--- config.mk ---
export PLATFORM = sky130hd
export DESIGN_NAME = batcharger_adc_sequencer
export DESIGN_NICKNAME = d
export VERILOG_FILES = /design/src/rtl/batcharger_pkg.sv /design/src/rtl/batcharger_sar_core.sv /design/src/rtl/batcharger_adc_sequencer.sv
export SDC_FILE = /design/constraint.sdc
export NUM_CORES = 1
export LEC_CHECK = 0
export CAP_MARGIN = 20
export CORE_ASPECT_RATIO = 0.75
export CORE_UTILIZATION = 45
export CTS_CLUSTER_DIAMETER = 60
export CTS_CLUSTER_SIZE = 25
export DETAILED_ROUTE_END_ITERATION = 16
export DONT_BUFFER_PORTS = 1
export SLEW_MARGIN = 20
export SYNTH_ARGS = -nofsm -noshare
export SYNTH_HDL_FRONTEND = slang
export SYNTH_SLANG_ARGS = --single-unit
--- constraint.sdc ---
create_clock -name clk -period 3.9 [get_ports clk]
set_clock_uncertainty 0.05 [all_clocks]
set_input_delay 0.78 -clock clk [delete_from_list [all_inputs] [get_ports clk]]
set_output_delay 0.78 -clock clk [all_outputs]
set_load 0.05 [all_outputs]
--- src/rtl/batcharger_pkg.sv ---
`default_nettype none
// ============================================================================
// Module      : batcharger_pkg
// Description : Shared types and constants for the battery-charger ADC
//               sequencer. Holds the sequencer state encoding, the analog mux
//               channel codes, the ADC width and the channel-rotation helper.
// Revision    : 1.0 - initial release
// ============================================================================
package batcharger_pkg;

    localparam int ADC_W = 8;
    localparam int BIT_W = $clog2(ADC_W);

    typedef enum logic [1:0] {
        IDLE    = 2'd0,
        SELECT  = 2'd1,
        CONVERT = 2'd2,
        STORE   = 2'd3
    } state_e;

    localparam logic [1:0] CH_V = 2'b00;
    localparam logic [1:0] CH_I = 2'b01;
    localparam logic [1:0] CH_T = 2'b10;

    // mask bit 0 = voltage, bit 1 = current, bit 2 = temperature
    function automatic logic ch_enabled(input logic [1:0] ch, input logic [2:0] mask);
        logic en_bit;
        case (ch)
            CH_V:    en_bit = mask[0];
            CH_I:    en_bit = mask[1];
            CH_T:    en_bit = mask[2];
            default: en_bit = 1'b0;
        endcase
        return en_bit;
    endfunction

    // First enabled channel strictly after cur in V -> I -> T -> V order.
    // cur itself is the last candidate, so a single enabled channel repeats.
    function automatic logic [1:0] next_channel(input logic [1:0] cur, input logic [2:0] mask);
        logic [1:0] cand;
        logic [1:0] pick;
        logic       found;
        cand  = cur;
        pick  = cur;
        found = 1'b0;
        for (int s = 0; s < 3; s++) begin
            cand = (cand >= CH_T) ? CH_V : cand + 2'd1;
            if (!found && ch_enabled(cand, mask)) begin
                pick  = cand;
                found = 1'b1;
            end
        end
        return pick;
    endfunction

endpackage
`default_nettype wire

--- src/rtl/batcharger_sar_core.sv ---
`default_nettype none
// ============================================================================
// Module      : batcharger_sar_core
// Description : Successive-approximation engine. Walks a bit pointer from
//               MSB to LSB, presenting result|(1<<k) on the DAC and keeping
//               bit k when the comparator reports Vin >= Vdac.
// Ports       : clk, rst_n   - clock, async active-low reset
//               start        - begin a conversion (clears result, pointer=MSB)
//               clr          - abandon any conversion, discard partial result
//               comp         - comparator output for the current trial
//               dac          - trial code, 0 when no conversion is running
//               result       - accumulated code
//               done         - high during the LSB trial cycle
// Revision    : 1.0 - initial release
// ============================================================================
module batcharger_sar_core
    import batcharger_pkg::*;
(
    input  logic             clk,
    input  logic             rst_n,
    input  logic             start,
    input  logic             clr,
    input  logic             comp,
    output logic [ADC_W-1:0] dac,
    output logic [ADC_W-1:0] result,
    output logic             done
);

    localparam logic [BIT_W-1:0] c_msb = BIT_W'(ADC_W - 1);
    localparam logic [ADC_W-1:0] c_one = ADC_W'(1);

    logic             active_q, active_d;
    logic [BIT_W-1:0] bit_q,    bit_d;
    logic [ADC_W-1:0] result_q, result_d;
    logic [ADC_W-1:0] w_trial;

    always_ff @(posedge clk or negedge rst_n) begin
        if (!rst_n) begin
            active_q <= 1'b0;
            bit_q    <= c_msb;
            result_q <= '0;
        end else begin
            active_q <= active_d;
            bit_q    <= bit_d;
            result_q <= result_d;
        end
    end

    assign w_trial = result_q | (c_one << bit_q);

    always_comb begin
        active_d = active_q;
        bit_d    = bit_q;
        result_d = result_q;
        if (clr) begin
            active_d = 1'b0;
            bit_d    = c_msb;
            result_d = '0;
        end else if (start) begin
            active_d = 1'b1;
            bit_d    = c_msb;
            result_d = '0;
        end else if (active_q) begin
            // Keep the trial bit only when Vin >= Vdac
            result_d = comp ? w_trial : result_q;
            if (bit_q == '0) begin
                active_d = 1'b0;
            end else begin
                bit_d = bit_q - BIT_W'(1);
            end
        end
    end

    assign dac    = active_q ? w_trial : '0;
    assign result = result_q;
    assign done   = active_q && (bit_q == '0);

endmodule
`default_nettype wire

--- src/rtl/batcharger_adc_sequencer.sv ---
`default_nettype none
// ============================================================================
// Module      : batcharger_adc_sequencer
// Description : Time-multiplexes one 8-bit SAR ADC across battery voltage,
//               current and temperature. Each conversion is SELECT (settle,
//               sample=1) -> CONVERT (8 SAR trials) -> STORE, then rotates to
//               the next enabled channel.
// Ports       : clk, rstz          - clock, async active-low reset
//               en                 - block enable
//               vmonen/imonen/tmonen - per-channel enables
//               comp               - comparator, 1 when Vin >= Vdac
//               chsel, sample, dac - analog mux select, S/H track, DAC code
//               eoc                - one-cycle end-of-conversion pulse
//               vbat, ibat, tbat   - stored codes
//               vtok               - voltage and temperature both valid
//               dvdd, dgnd         - supply pins, no logic function
// Revision    : 1.0 - initial release
// ============================================================================
module batcharger_adc_sequencer
    import batcharger_pkg::*;
#(
    parameter int SETTLE_CYCLES = 4
) (
    input  logic             clk,
    input  logic             rstz,
    input  logic             en,
    input  logic             vmonen,
    input  logic             imonen,
    input  logic             tmonen,
    input  logic             comp,
    output logic [1:0]       chsel,
    output logic             sample,
    output logic [ADC_W-1:0] dac,
    output logic             eoc,
    output logic [ADC_W-1:0] vbat,
    output logic [ADC_W-1:0] ibat,
    output logic [ADC_W-1:0] tbat,
    output logic             vtok,
    inout  wire              dvdd,
    inout  wire              dgnd
);

    localparam logic [3:0] c_cnt_last = 4'(SETTLE_CYCLES - 1);

    state_e           state_q,  state_d;
    logic [1:0]       chsel_q,  chsel_d;
    logic [3:0]       cnt_q,    cnt_d;
    logic [ADC_W-1:0] vbat_q,   vbat_d;
    logic [ADC_W-1:0] ibat_q,   ibat_d;
    logic [ADC_W-1:0] tbat_q,   tbat_d;
    logic             eoc_q,    eoc_d;
    logic             vvalid_q, vvalid_d;
    logic             ivalid_q, ivalid_d;
    logic             tvalid_q, tvalid_d;
    logic             vtok_q,   vtok_d;

    logic [2:0]       w_mask;
    logic             w_any_en;
    logic             w_active_en;
    logic             w_store;
    logic             w_sar_start;
    logic             w_sar_clr;
    logic             w_sar_done;
    logic [ADC_W-1:0] w_sar_result;

    wire unused_supply;
    assign unused_supply = dvdd ^ dgnd;

    assign w_mask      = {tmonen, imonen, vmonen};
    assign w_any_en    = |w_mask;
    assign w_active_en = ch_enabled(chsel_q, w_mask);

    batcharger_sar_core u_sar (
        .clk    (clk),
        .rst_n  (rstz),
        .start  (w_sar_start),
        .clr    (w_sar_clr),
        .comp   (comp),
        .dac    (dac),
        .result (w_sar_result),
        .done   (w_sar_done)
    );

    // ---------------------------------------------------------------- state
    always_ff @(posedge clk or negedge rstz) begin
        if (!rstz) begin
            state_q  <= IDLE;
            chsel_q  <= CH_V;
            cnt_q    <= '0;
            vbat_q   <= '0;
            ibat_q   <= '0;
            tbat_q   <= '0;
            eoc_q    <= 1'b0;
            vvalid_q <= 1'b0;
            ivalid_q <= 1'b0;
            tvalid_q <= 1'b0;
            vtok_q   <= 1'b0;
        end else begin
            state_q  <= state_d;
            chsel_q  <= chsel_d;
            cnt_q    <= cnt_d;
            vbat_q   <= vbat_d;
            ibat_q   <= ibat_d;
            tbat_q   <= tbat_d;
            eoc_q    <= eoc_d;
            vvalid_q <= vvalid_d;
            ivalid_q <= ivalid_d;
            tvalid_q <= tvalid_d;
            vtok_q   <= vtok_d;
        end
    end

    // ----------------------------------------------------------- next state
    always_comb begin
        state_d     = state_q;
        chsel_d     = chsel_q;
        cnt_d       = cnt_q;
        w_sar_start = 1'b0;
        w_sar_clr   = 1'b0;
        if (!en) begin
            state_d   = IDLE;
            cnt_d     = '0;
            w_sar_clr = 1'b1;
        end else begin
            case (state_q)
                IDLE: begin
                    if (w_any_en) begin
                        state_d = SELECT;
                        // Searching after T makes V the first candidate
                        chsel_d = next_channel(CH_T, w_mask);
                        cnt_d   = '0;
                    end
                end
                SELECT, CONVERT: begin
                    if (!w_active_en) begin
                        // Active channel lost its enable: abandon, no store
                        w_sar_clr = 1'b1;
                        cnt_d     = '0;
                        if (w_any_en) begin
                            state_d = SELECT;
                            chsel_d = next_channel(chsel_q, w_mask);
                        end else begin
                            state_d = IDLE;
                        end
                    end else if (state_q == SELECT) begin
                        if (cnt_q == c_cnt_last) begin
                            state_d     = CONVERT;
                            w_sar_start = 1'b1;
                            cnt_d       = '0;
                        end else begin
                            cnt_d = cnt_q + 4'd1;
                        end
                    end else if (w_sar_done) begin
                        state_d = STORE;
                    end
                end
                STORE: begin
                    cnt_d = '0;
                    if (w_any_en) begin
                        state_d = SELECT;
                        chsel_d = next_channel(chsel_q, w_mask);
                    end else begin
                        state_d = IDLE;
                    end
                end
                default: state_d = IDLE;
            endcase
        end
    end

    // -------------------------------------------------------------- outputs
    always_comb begin
        w_store  = (state_q == STORE) && en;
        sample   = (state_q == SELECT);
        eoc_d    = w_store;
        vbat_d   = (w_store && chsel_q == CH_V) ? w_sar_result : vbat_q;
        ibat_d   = (w_store && chsel_q == CH_I) ? w_sar_result : ibat_q;
        tbat_d   = (w_store && chsel_q == CH_T) ? w_sar_result : tbat_q;
        // A flag survives only while its channel and the block stay enabled
        vvalid_d = en && vmonen && (vvalid_q || (w_store && chsel_q == CH_V));
        ivalid_d = en && imonen && (ivalid_q || (w_store && chsel_q == CH_I));
        tvalid_d = en && tmonen && (tvalid_q || (w_store && chsel_q == CH_T));
        vtok_d   = vvalid_q && tvalid_q && vmonen && tmonen && en;
    end

    assign chsel = chsel_q;
    assign eoc   = eoc_q;
    assign vbat  = vbat_q;
    assign ibat  = ibat_q;
    assign tbat  = tbat_q;
    assign vtok  = vtok_q;

endmodule
`default_nettype wire

==> reports/qor.yml, run 1 <==
cts.clk_slew.worst_paths_ns: 0.09
numCtsBuffers: 5
grt_use_total_pct: 18.8
placed_cell_area_mm2: 0.00245
synth_warnings: 0
ys.flop_type: "dfrtp_1"
portBuffers: 0
synth_cell_types: 50
hold_path.class: "primary input to asynchronous set/reset pin"
post_cts_buffers: 0
power_density_mw_per_mm2: 442
avgSynthCellArea_um2: 11.1
yosys_register_bits: 48
antenna_found_initial: 0
cts_tree: "built"
finalSetupViolCount: 0
cts_sinks: 48
rows: 22
cap_violations: 0
r2r-start: "state_q[1]"
grt_pass1_vias: 1712
r2r_setup_slack_ns: 1.22
wl_um: 4870
syn-cell-area_mm2: 0.00240
synth_area_leaders: "dfrtp_1 (47%), mux2_2 (12%), ha_1 (5.2%), a21oi_1 (3.5%), dfstp_2 (3.3%)"
h-tree-depth: 2
reg2reg_depth: 7
n_antenna_cell: 0
stdcell_area_mm2: 0.00255
yosysTopAreaCell: "dfrtp_1"
cp-start-kind: "register"
fmax_mhz: 359
cts_resized: 0
vias: 1623
synthArstFlopShare_pct: 100
ir_drop_v: 0.000186
synth_edf_count: 0
dp_hpwl_um: 3570
final_cells: 290
drive_gt1_share_pct: 22.0
synthToLayoutAreaGrowth_pct: 6.04
synth_nets: 236
start_util_pct: 48.0
io_pins: 46
cp_max_fo: 4
synth_common_cells: "dfrtp_1 (45), mux2_2 (26), a21oi_1 (17)"
via_per_inst: 5.60
detail-route-antenna-nets: 0
untimed_endpoints: 2
status: "complete, no violations"
finalMaxSlewViolations: 0
die_w_um: 86.4
insertion_delay_ns: 0.30
yosysMostFrequentCell: "dfrtp_1"
period_needed_ns: 2.78
grt_pass1_wl_um: 8120
ctsRootBufferMaster: "clkbuf_8"
max_slew.worst_pin.slew_ns: 0.966
drtPass1Iterations: 4
postCtsHoldBufs: 0
avgRoutedWirePerCell_um: 16.8
tns_ns: 0
place.gp.congestion: 0.789
p_total_uw: 1130
fillCellCount: 445
cellLeakagePower_uw: 0.00120
worst_setup_path_end_kind: "primary output"
grt_max_degree: 49
netlist.area_leader.share_pct: 46.9
drtIter0Drc: 56
clock_path_buffers: 2
critPathRequiredTime_ns: 3.07
core_mm2: 0.00501
rsz0062_at_grt: "no"
path_class: "register to primary output"
final_nets: 236
overflow: 0
arrival_ns: 1.95
r2r_end: "state_q[0]"
dp.cells: 282
die_area_mm2: 0.00564
fp.dieH_um: 65.3
syn_inst: 217
post-route-period-util_pct: 71.4
ys_seq_area_share_pct: 50.2
hold_viol: 0
relSlewSlack_pct: 35.4
drc: 0
-- stage by stage --
stage	setup WS, ns	util, %	hold WS, ns
4_1_cts	1.11	50.8	0.110
6_report	1.12	50.8	0.120
3_5_place_dp	1.27	49.0	0.435
2_1_floorplan	1.48	-	0.426
3_3_place_gp	1.37	49.0	0.435
5_1_grt	1.04	50.8	0.102
-- final cells by class --
| type | instances | area, µm² | share of cell area [%] |
|---|---|---|---|
| sequential | 48 | 1200 | 47.3 |
| multi-input combinational | 150 | 1110 | 43.8 |
| tap | 72 | 90.1 | 3.54 |
| clock buffer | 6 | 82.6 | 3.24 |
| inverter | 12 | 45.0 | 1.77 |
| clock inverter | 2 | 10.0 | 0.393 |
-- flip-flops by register name (all words and copies together) (netlist names), 2 cells and up --
register	cells
ibat	8
vbat	8
cnt_q	4
chsel	2
u_sar.bit_q	3
u_sar.result	8
state_q	2
tbat	8
-- cells in the final DEF, fill, tap and decap left out, types with 2 or more instances in the layout --
cell type  synthesis  layout
clkbuf_8           0       6
nand2_1           13      13
nand3_1           10      10
clkinv_2           0       2
mux2_2            26      26
a21oi_1           17      17
o21ai_1            2       2
nor3_1             4       4
nand2b_1           2       2
dfrtp_1           45      45
nor2_1            16      16
o21a_1             4       4
a221oi_1           2       2
ha_1              10      10
inv_1             12      12
o21ai_0            6       6
nor2b_1            8       8
dfstp_2            3       3
-- routing by layer --
layer | GRT usage [%] | share of wire, % | vias to the layer above
li1 | - | - | 774
met1 | 24.1 | 47 | 809
met2 | 31.4 | 48 | 34
met3 | 4.27 | 4.1 | 6
met4 | 6.46 | 1.3 | 0
met5 | 0 | 0 | -
-- worst max-delay path, stage by stage (launching register included) --
cell     delay [ns]
dfstp_2        0.56
ha_1           0.25
a21oi_1        0.11
nor2b_1        0.75
-- cells by family after synthesis --
| family | count (synthesis) | synth area share, % |
|---|---|---|
| AOI/OAI and AO/OA | 48 | 14.5 |
| xor gates and xnor gates | 2 | 0.729 |
| adders and majority gates | 10 | 5.21 |
| buffers and inverters | 19 | 3.44 |
| DFF | 48 | 50.2 |
| muxes | 27 | 12.6 |
| and+or+nand+nor | 63 | 13.3 |
-- worst max path at each step --
stage / start / endpoint / cells past startpoint
after floorplan: u_sar.bit_q[2] / dac[4] / 3
after detailed placement: state_q[1] / state_q[0] / 7
after CTS: u_sar.bit_q[1] / dac[7] / 3
final: u_sar.bit_q[0] / dac[7] / 3
after global placement: state_q[1] / u_sar.bit_q[1] / 6
after global routing: u_sar.bit_q[1] / dac[7] / 3
-- power by group --
part | switching (µW) | internal, µW
sequential | 77.9 | 513
combinational | 143 | 92.0
clock | 159 | 142
Note: power is estimated with default switching activity, not from simulation.
==> run 2, diff against run 1 <==
==> constraint.sdc (replaced) <==
create_clock -name clk -period 2.8 [get_ports clk]
set_clock_uncertainty 0.05 [all_clocks]
set_input_delay 0.56 -clock clk [delete_from_list [all_inputs] [get_ports clk]]
set_output_delay 0.56 -clock clk [all_outputs]
set_load 0.05 [all_outputs]
==> reports/qor.yml, run 2 (synthesized netlist as in run 1, its figures left out) <==
arrival_ns: 1.85
place.gp.congestion: 0.796
cpPeakStageDelay_ns: 0.49
hold_path.class: "primary input to asynchronous set/reset pin"
hold_viol: 0
portBuffers: 0
drtPass1Iterations: 4
grt_max_degree: 46
numCtsBuffers: 5
layout.core_utilization_pct: 52.5
vias: 1696
drtIter0Drc: 82
cts_sinks: 48
place_ws_ns: 0.640
grt_pass1_vias: 1765
ir_drop_v: 0.000276
fin_hold_ws_ns: 0.0519
drc: 0
finalMaxSlewViolations: 0
insertion_delay_ns: 0.29
r2r-start: "chsel[0]"
status: "complete, no violations"
reg2reg_depth: 5
power_density_mw_per_mm2: 613
grt_use_total_pct: 20.6
period_needed_ns: 2.46
post-route-period-util_pct: 87.7
cts_tree: "built"
untimed_endpoints: 2
core_mm2: 0.00501
path_cells: "inv_1, ha_1, nor2b_1, o21a_1"
die_area_mm2: 0.00564
die_w_um: 86.4
ctsRootBufferMaster: "clkbuf_8"
drive_gt1_share_pct: 24.2
relSlewSlack_pct: 55.8
start_util_pct: 48.0
max_slew.worst_pin.slew_ns: 0.655
r2r_setup_slack_ns: 0.62
io_pins: 46
critPathSlowestCell: "o21a_1"
path_class: "register to primary output"
n_antenna_cell: 0
critPathRequiredTime_ns: 2.19
layout_common_cells: "dfrtp_1 (45), mux2_2 (26), a21oi_1 (17)"
finalSetupViolCount: 0
final_nets: 245
overflow: 0
rows: 22
cp_max_fo: 4
via_per_inst: 5.67
tns_ns: 0
cellLeakagePower_uw: 0.00125
h-tree-depth: 2
cp-start-kind: "register"
rsz0062_at_grt: "no"
avgRoutedWirePerCell_um: 17.1
cts.clk_slew.worst_paths_ns: 0.08
clock_path_buffers: 2
cap_violations: 0
grt_pass1_wl_um: 8730
wl_um: 5130
post_cts_buffers: 0
r2r_end: "chsel[0]"
worst_setup_path_end_kind: "primary output"
synthToLayoutAreaGrowth_pct: 9.58
fmax_mhz: 407
dp_hpwl_um: 3580
antenna_found_initial: 0
setup_ws_ns: 0.343
fp.dieH_um: 65.3
detail-route-antenna-nets: 0
final_common_cell: "dfrtp_1"
## run 2: changes by cell type in the layout (fill, tap and decap cells not counted)
cell      change
buf_4         +8
clkbuf_1      +2
clkinv_2      -2
buf_16        +1
## run 2: layout make-up
cell class | instances | area (µm²)
clock buffers | 8 | 90.1
fillers | 457 | 2380
inverters | 12 | 45.0
multi-input cells | 150 | 1110
flip-flops and latches | 48 | 1200
well taps | 72 | 90.1
repair buffers | 9 | 87.6
## run 2: worst max path at each step
stage | startpoint | endpoint | slack, ns | cells past startpoint
after floorplan | state_q[1] | state_q[0] | 0.54 | 7
after global placement | state_q[1] | u_sar.result[6] | 0.76 | 6
after detailed placement | vmonen | chsel[0] | 0.64 | 5
after CTS | u_sar.bit_q[0] | dac[0] | 0.36 | 4
after global routing | u_sar.bit_q[0] | dac[0] | 0.29 | 4
final | u_sar.bit_q[0] | dac[0] | 0.34 | 4
## run 2: per-stage QoR
step                      cells  total power, µW  cell area [µm²]
after floorplan             217             1120             2400
final                       299             1610             2630
after CTS                   299             1630             2630
after global routing        299             1710             2630
after detailed placement    290             1190             2510
after global placement      290             1170             2510
## run 2: timing repair
| item | in CTS | in global routing |
|---|---|---|
| hold buffers | 1 | 0 |
| gates resized for setup | 0 | 0 |
| endpoints found under the hold margin | 45 | 0 |
## run 2: critical path: cells and delay by family (launching register included)
kind / cells / cell delay [ns]
buffers and inverters: 1 / 0.13
adder cells (fa/ha/maj): 1 / 0.25
flip-flops: 1 / 0.39
AND/OR/NAND/NOR: 1 / 0.30
AO/OA/AOI/OAI: 1 / 0.49
## run 2: power breakdown
part           switching, µW  total, µW  internal [µW]
sequential              52.7        769            716
clock                    212        413            202
combinational            276        431            155
## run 2: layer usage
metal  up-vias  GRT usage (%)  routed length, µm
met5         -              0                  0
met4         0           5.83                 52
met3         4           5.65                282
met2        46           33.5               2390
met1       851           27.1               2400
li1        795              -                  -
==> run 3, diff against run 2 <==
--- a/config.mk
+++ b/config.mk
@@ -12,7 +12,9 @@
 export CTS_CLUSTER_SIZE = 25
 export DETAILED_ROUTE_END_ITERATION = 16
 export DONT_BUFFER_PORTS = 1
+export GPL_ROUTABILITY_DRIVEN = 0
 export SLEW_MARGIN = 20
 export SYNTH_ARGS = -nofsm -noshare
 export SYNTH_HDL_FRONTEND = slang
+export SYNTH_HIERARCHICAL = 1
 export SYNTH_SLANG_ARGS = --single-unit
==> reports/qor.yml, run 3 <==
cts_tree: "built"
period_needed_ns: 2.40
tns_ns: 0
cp-start-kind: "register"
drtIter0Drc: 96
syn_inst: 227
via_per_inst: 5.41
post-route-period-util_pct: 85.6
portBuffers: 0
synthArstFlopShare_pct: 100
grt_pass1_vias: 1528
path_class: "register to primary output"
post_cts_buffers: 0
cellLeakagePower_uw: 0.00125
critPathRequiredTime_ns: 2.19
die_area_mm2: 0.00580
max_slew.worst_pin.slew_ns: 0.542
synth_edf_count: 0
r2r_end: "u_sar/bit_q[2]"
cpPeakStageDelay_ns: 0.57
numCtsBuffers: 5
die_w_um: 87.6
placed_cell_area_mm2: 0.00258
drive_gt1_share_pct: 24.6
power_density_mw_per_mm2: 607
finalMaxSlewViolations: 0
path_cells: "inv_1, ha_1, nor2b_1, nor2_1, nor2_1, buf_4"
reg2reg_depth: 5
stdcell_area_mm2: 0.00270
yosys_register_bits: 48
clock_path_buffers: 2
cp_common_cell: "nor2_1"
finalSetupViolCount: 0
netlist.area_leader.share_pct: 45.5
cap_violations: 0
fin_hold_ws_ns: 0.0281
status: "complete, no violations"
ys.flop_type: "dfrtp_1"
avgRoutedWirePerCell_um: 15.9
arrival_ns: 1.79
synth_warnings: 6
start_util_pct: 48.6
syn-cell-area_mm2: 0.00247
h-tree-depth: 2
overflow: 0
r2r-start: "chsel[0]"
cp_max_fo: 5
hold_path.class: "primary input to asynchronous set/reset pin"
untimed_endpoints: 2
ctsRootBufferMaster: "clkbuf_8"
r2r_setup_slack_ns: 0.70
grt_pass1_wl_um: 8070
synthToLayoutAreaGrowth_pct: 9.31
n_antenna_cell: 0
insertion_delay_ns: 0.31
synth_nets: 246
critPathSlowestCell: "dfstp_2"
rows: 22
fp.dieH_um: 66.2
drtPass1Iterations: 5
grt_max_degree: 46
avgSynthCellArea_um2: 10.9
core_mm2: 0.00509
ys_seq_area_share_pct: 48.7
fmax_mhz: 417
vias: 1666
synth_cell_types: 52
antenna_found_initial: 0
relSlewSlack_pct: 63.9
rsz0062_at_grt: "no"
final_nets: 254
ir_drop_v: 0.000185
fillCellCount: 460
synth_common_cells: "dfrtp_1 (45), nor2_1 (29), mux2_2 (16)"
io_pins: 46
cts_sinks: 48
cts.clk_slew.worst_paths_ns: 0.09
yosysMostFrequentCell: "dfrtp_1"
worst_setup_path_end_kind: "primary output"
wl_um: 4910
detail-route-antenna-nets: 0
final_common_cell: "dfrtp_1"
hold_viol: 0
dp_hpwl_um: 3310
grt_use_total_pct: 18.9
yosysTopAreaCell: "dfrtp_1"
drc: 0
layout_common_cells: "dfrtp_1 (45), nor2_1 (29), mux2_2 (16)"
synth_area_leaders: "dfrtp_1 (46%), mux2_2 (7.3%), ha_1 (5.1%), mux2_4 (4.9%), nor2_1 (4.4%)"
## run 3: cell types whose count changed after synthesis, moves of 4 or more
cell and delta:
buf_4 +4, mux2_2 -10, nor2_1 +13, mux2_4 +8
## run 3: repair_timing
item                                   CTS  global route
hold buffers                             1             0
endpoints found under the hold margin   45             0
resized for setup                        0             0
## run 3: how the worst max path moves through the flow
stage              startpoint  slack [ns]        endpoint
3_3_place_gp         chsel[0]        0.73  u_sar/bit_q[2]
4_1_cts        u_sar/bit_q[0]        0.40          dac[0]
2_1_floorplan  u_sar/bit_q[0]        0.58          dac[0]
5_1_grt        u_sar/bit_q[0]        0.30          dac[0]
6_report       u_sar/bit_q[0]        0.40          dac[0]
3_5_place_dp         chsel[0]        0.73  u_sar/bit_q[2]
## run 3: kinds of logic after synthesis
kind of cell	after synthesis	synth area share (%)
and+or+nand+nor	76	16.0
DFF	48	48.7
AOI/OAI and AO/OA	43	12.0
muxes	27	13.5
buffers and inverters	23	4.70
adders and majority gates	10	5.06
## run 3: layout make-up
type,instances,area (µm²),area share [%]
Timing Repair Buffer,13,118,4.35
Inverter,11,41.3,1.53
Clock inverter,2,15.0,0.555
Multi-Input combinational cell,156,1150,42.6
Tap cell,72,90.1,3.33
Sequential cell,48,1200,44.6
Clock buffer,6,82.6,3.05
## run 3: metrics by stage
step           power (µW)  util, %  cells  setup WS (ns)
2_1_floorplan        1140        -    227          0.581
4_1_cts              1660     53.1    308          0.397
3_3_place_gp         1190     50.6    299          0.725
3_5_place_dp         1200     50.6    299          0.729
6_report             1640     53.1    308          0.404
5_1_grt              1730     53.1    308          0.296
## run 3: power by group
part           internal (µW)  switching, µW
sequential               714           68.8
clock                    200            240
combinational            154            264
total                   1070            573
## run 3: per-layer routing
metal,track usage [%],share of wire (%),wire [µm],up-vias
li1,-,-,-,816
met1,27.1,48,2350,790
met2,26.1,44,2140,52
met3,7.24,7.2,352,8
met4,5.53,1.4,67,0
met5,0,0,0,-
## run 3: critical path: cells and delay by family (launching register included)
kind / cells / cell delay, ns
adders and majority gates: 1 / 0.27
and+or+nand+nor: 3 / 0.34
DFF: 1 / 0.57
buffers and inverters: 2 / 0.30
==> RTL edit 1 (flow settings as in run 3) <==
Take the reset off `result_q` and load it in a clocked block of its own.
--- a/src/rtl/batcharger_sar_core.sv
+++ b/src/rtl/batcharger_sar_core.sv
@@ -39,10 +39,12 @@
             active_q <= 1'b0;
             bit_q    <= c_msb;
-            result_q <= '0;
         end else begin
             active_q <= active_d;
             bit_q    <= bit_d;
-            result_q <= result_d;
         end
+    end
+
+    always_ff @(posedge clk) begin
+        result_q <= result_d;
     end
 
Behaviour: no difference found for any inputs over 10 cycles, from zero or initial values and one cycle with rstz low; that may be too few to reach the edited logic, so the function may still have changed.
==> RTL edit 1 against run 3 <==
  * Total power is 1.2% lower
  * Cell area down 0.97%
  * Non-clock buffer count fell by 5
  * Sequential cell count did not move
  * Worst setup slack worse by 0.039 ns
  * Sequential power up 2.9%
  * Routed wire length fell by 0.18%
  * Area after synthesis is 0.76% higher
  * Combinational power is 9.3% lower
  * Critical path type unchanged
  * Critical endpoint unchanged
==> RTL edit 1: results (changes against run 3) <==
- Status: completed
- Net Sw Frac: 0.350 (about the same)
- GRT met3 Usage: 0.0570 (-0.0154)
- Hold slack: 0.0358 ns (+0.00765 ns)
- Post-synth top cells: 37 x dfrtp_1, 16 x mux2_2, 12 x a21oi_1, 12 x nand2_1, 12 x nor2_1
- FF-to-FF End: u_sar/result[5]
- Clock-pin slew on the worst setup and hold paths: 0.09 ns (about the same)
- Post-synthesis sequential area ratio: 0.467 (-0.0197)
- DR pass1 iterations: 4 (-1)
- Distinct cells, synth: 60 (+15%)
- Worst Path Max Fanout: 6 (+1)
- Share of layout cells above drive strength 1: 0.296 (+0.0507)
- Met2 usage: 0.261 (about the same)
- Ys async rst share: 0.833 (-0.167)
- Worst R2R Path Depth: 5 (unchanged)
- Peak supply drop: 0.000198 V (+6.7%)
- Post-Syn Instances: 222 (-2.2%)
- Placed Cells: 292 (-2.3%)
- CP max stage cell: dfstp_2
- Leak pwr: 1.21 nW (-3.6%)
- PwrDens: 605 nW/um^2 (-0.26%)
- Reg2reg start: chsel[1]
- Net count, final: 244 (-3.9%)
- Endpoints left unconstrained: 2 (unchanged)
- WL final: 4900 um (-0.18%)
- Clock tree buffer depth: 2 (unchanged)
- Top cells by area, synth: dfrtp_1 37%, mux2_2 7.2%, dfxtp_1 6.4%, ha_1 5.0%, mux2_4 4.8%
- I/O Buffers: 0 (unchanged)
- DRC violation total after the first TritonRoute iteration: 77 (-20%)
- Wire per inst: 16.3 um (+2.1%)
- Max_slew headroom: 0.423 (-0.216)
- Worst-Skew Late Latency: 0.29 ns (-0.02 ns)
- FF-to-FF setup slack: 0.72 ns (+0.02 ns)
- CP delay by family, top: flip-flops
- Initial antenna violation count: 0 (unchanged)
- H-tree depth: 2 (unchanged)
- Clock network power share: 0.269 (about the same)
- CTS Buf Count: 5 (unchanged)
- Largest net degree at the start of global routing: 38 (-17%)
- DP HPWL: 3350 um (+1.0%)
- Vias in the first global route: 1,573 (+2.9%)
- Drt via density: 5.39 (-0.38%)
- First-pass GRT wire length: 8000 um (-0.85%)
- M1 GR Usage: 0.262 (-0.00891)
- Synth-to-Final Area Change: 7.43%
- Critical path arrival: 1.83 ns (+0.04 ns)
- Placed cell area: 2560 um^2 (-0.73%)
- Comb. pwr: 379 uW (-9.3%)
- DP Worst Slack: 0.673 ns (-0.0557 ns)
- Total GRT Usage: 0.182 (-0.00710)
- Yosys warns: 6 (unchanged)
-- RTL edit 1: cell type report --
type | instances | area [um^2]
clock buffer | 6 | 82.6
clock inverter | 2 | 15.0
fill | 480 | 2650
inverter | 10 | 37.5
multi-input combinational | 152 | 1210
sequential | 48 | 1160
tap | 75 | 93.8
timing repair buffer | 8 | 72.6
-- RTL edit 1: worst max-delay path by stage --
| stage | from | endpoint | slack, ns | depth (start not counted) |
|---|---|---|---|---|
| 5_1_grt | u_sar/bit_q[0] | dac[0] | 0.27 | 4 |
| 2_1_floorplan | u_sar/bit_q[0] | dac[7] | 0.67 | 3 |
| 4_1_cts | u_sar/bit_q[0] | dac[0] | 0.34 | 4 |
| 3_5_place_dp | u_sar/bit_q[0] | dac[0] | 0.67 | 4 |
| 6_report | u_sar/bit_q[0] | dac[0] | 0.36 | 4 |
| 3_3_place_gp | u_sar/bit_q[0] | dac[0] | 0.68 | 4 |
-- RTL edit 1: timing repair --
item,in CTS,in global routing
gates resized for setup,0,0
hold buffers,1,0
endpoints found under the hold margin,37,0
buffers inserted,0,0
-- RTL edit 1: routing by layer --
| metal | share of wire | wire length (um) | vias to the layer above |
|---|---|---|---|
| met5 | 0 | 0 | - |
| met2 | 0.41 | 2010 | 39 |
| li1 | - | - | 797 |
| met4 | 0.0055 | 27 | 0 |
| met1 | 0.52 | 2540 | 784 |
| met3 | 0.066 | 324 | 2 |
-- RTL edit 1: logic make-up (layout without fill, tap and decap cells) --
kind of cell / after synthesis / after routing / synth area share
AND/OR/NAND/NOR: 66 / 66 / 0.159
multiplexers: 27 / 27 / 0.134
AO/OA/AOI/OAI: 49 / 49 / 0.143
adder cells (fa/ha/maj): 10 / 10 / 0.0502
buffers and inverters: 22 / 26 / 0.0467
flip-flops: 48 / 48 / 0.467
==> RTL edit 2 (config.mk and constraints of run 3) <==
Without the edit above. Change the package constant `ADC_W` from 8 to 16.
--- a/src/rtl/batcharger_pkg.sv
+++ b/src/rtl/batcharger_pkg.sv
@@ -9,5 +9,5 @@
 package batcharger_pkg;
 
-    localparam int ADC_W = 8;
+    localparam int ADC_W = 16;
     localparam int BIT_W = $clog2(ADC_W);
 
Ports: changed (resized dac, ibat, tbat and vbat); port bits go from 46 to 78. The function was not compared with the original's and may differ.
==> RTL edit 2 against run 3 <==
  * Total power rose by 51%
  * Cell area rose by 56%
  * Critical path type unchanged
  * First-iteration DRC count rose by 140%
  * Area after synthesis rose by 53%
  * Routed wire length rose by 59%
  * Sequential cell count rose by 33
  * Non-clock buffer count rose by 9
  * Global-route usage rose by 0.68 points
  * Worst setup slack got worse by 0.24 ns
==> RTL edit 2: results (changes against run 3) <==
- Vias in the first global route: 2,458 (+61%)
- Worst R2R Path Depth: 8 (+3)
- Post-synthesis net count: 343 (+39%)
- Post-CTS Setup Bufs: 0 (unchanged)
- Clock-pin slew on the worst setup and hold paths: 0.07 ns (-0.02 ns)
- Largest net degree at the start of global routing: 82 (+78%)
- Clock tree buffer depth: 2 (unchanged)
- Worst Hold Class: input pin to async pin
- Die area: 8770 um^2 (+51%)
- WL final: 7820 um (+59%)
- Worst-Skew Late Latency: 0.36 ns (+0.05 ns)
- DP Worst Slack: 0.503 ns (-0.226 ns)
- Post-synthesis adder-cell area fraction: 0.0331 (-0.0174)
- FF-to-FF setup slack: 0.47 ns (-0.23 ns)
- Placed cell area: 3980 um^2 (+54%)
- Drt via density: 5.48 (+1.4%)
- Post-synthesis sequential area ratio: 0.538 (+0.0510)
- First-pass GRT wire length: 12,800 um (+59%)
- Leak pwr: 2.07 nW (+65%)
- Post-synth top cells: 77 x dfrtp_1, 43 x nor2_1, 40 x a21oi_1, 40 x mux2_2
- H-tree depth: 3 (+1)
- DP HPWL: 5340 um (+61%)
- Mux contribution to synthesized area: 0.161 (+0.0263)
- # hold bufs at CTS: 1 (unchanged)
- Top cells by area, synth: dfrtp_1 51%, mux2_2 12%, a21oi_1 5.3%, nor2_1 4.3%, mux2_4 3.6%
- Endpoints left unconstrained: 2 (unchanged)
- DRC violation total after the first TritonRoute iteration: 231 (+140%)
- I/O Buffers: 0 (unchanged)
- Critical path arrival: 2.02 ns (+0.23 ns)
- Reg2reg start: state_q[0]
- Total GRT Usage: 0.196 (+0.00678)
- Distinct cells, synth: 54 (+3.8%)
- Worst Path Max Fanout: 8 (+3)
- DR pass1 iterations: 4 (-1)
- FF-to-FF End: u_sar/bit_q[2]
- Net count, final: 362 (+43%)
- Yosys warns: 6 (unchanged)
- Share of layout cells above drive strength 1: 0.279 (+0.0330)
- CTS Buf Count: 9 (+4)
- Peak supply drop: 0.000349 V (+88%)
- Compound-gate portion of the synthesized area: 0.105 (-0.0145)
- Status: completed
==> RTL edit 2: layout make-up <==
cell class,instances,area (um^2)
multi-input combinational,217,1610
sequential,81,2030
clock inverter,2,35.0
timing repair buffer,22,185
fill,734,3810
tap,105,131
inverter,12,45.0
clock buffer,14,173
==> RTL edit 2: cells by family (layout without fill, tap and decap cells) <==
family	Yosys count	in the layout
AO/OA/AOI/OAI	67	67
adder cells (fa/ha/maj)	10	10
buffers and inverters	26	50
flip-flops	81	81
multiplexers	51	51
AND/OR/NAND/NOR	89	89
==> RTL edit 2: worst max-delay path, cell delays in order, from the launching register on <==
cell and delay (ns):
dfstp_2 0.40, inv_1 0.13, ha_1 0.33, nor3b_1 0.36, nor2_1 0.07, nor2_1 0.15
buf_4 0.22
==> RTL edit 2: report_power, final <==
part | internal [mW] | leakage [nW] | switching (mW)
registers | 1.19 | 1.11 | 0.0504
clock network | 0.484 | 0.107 | 0.388
logic | 0.124 | 0.844 | 0.234
==> RTL edit 2: layer usage <==
metal,wire (um),vias to the layer above,track usage
met3,609,8,0.0795
met2,3310,63,0.283
met4,104,0,0.0658
li1,-,1181,-
met5,0,-,0
met1,3790,1232,0.266
==> RTL edit 2: through the flow <==
step	hold WS [ns]	instances	util
2_1_floorplan	0.214	324	-
3_3_place_gp	0.218	436	0.496
3_5_place_dp	0.218	436	0.496
4_1_cts	0.0478	453	0.525
5_1_grt	0.0509	453	0.525
6_report	0.0495	453	0.525
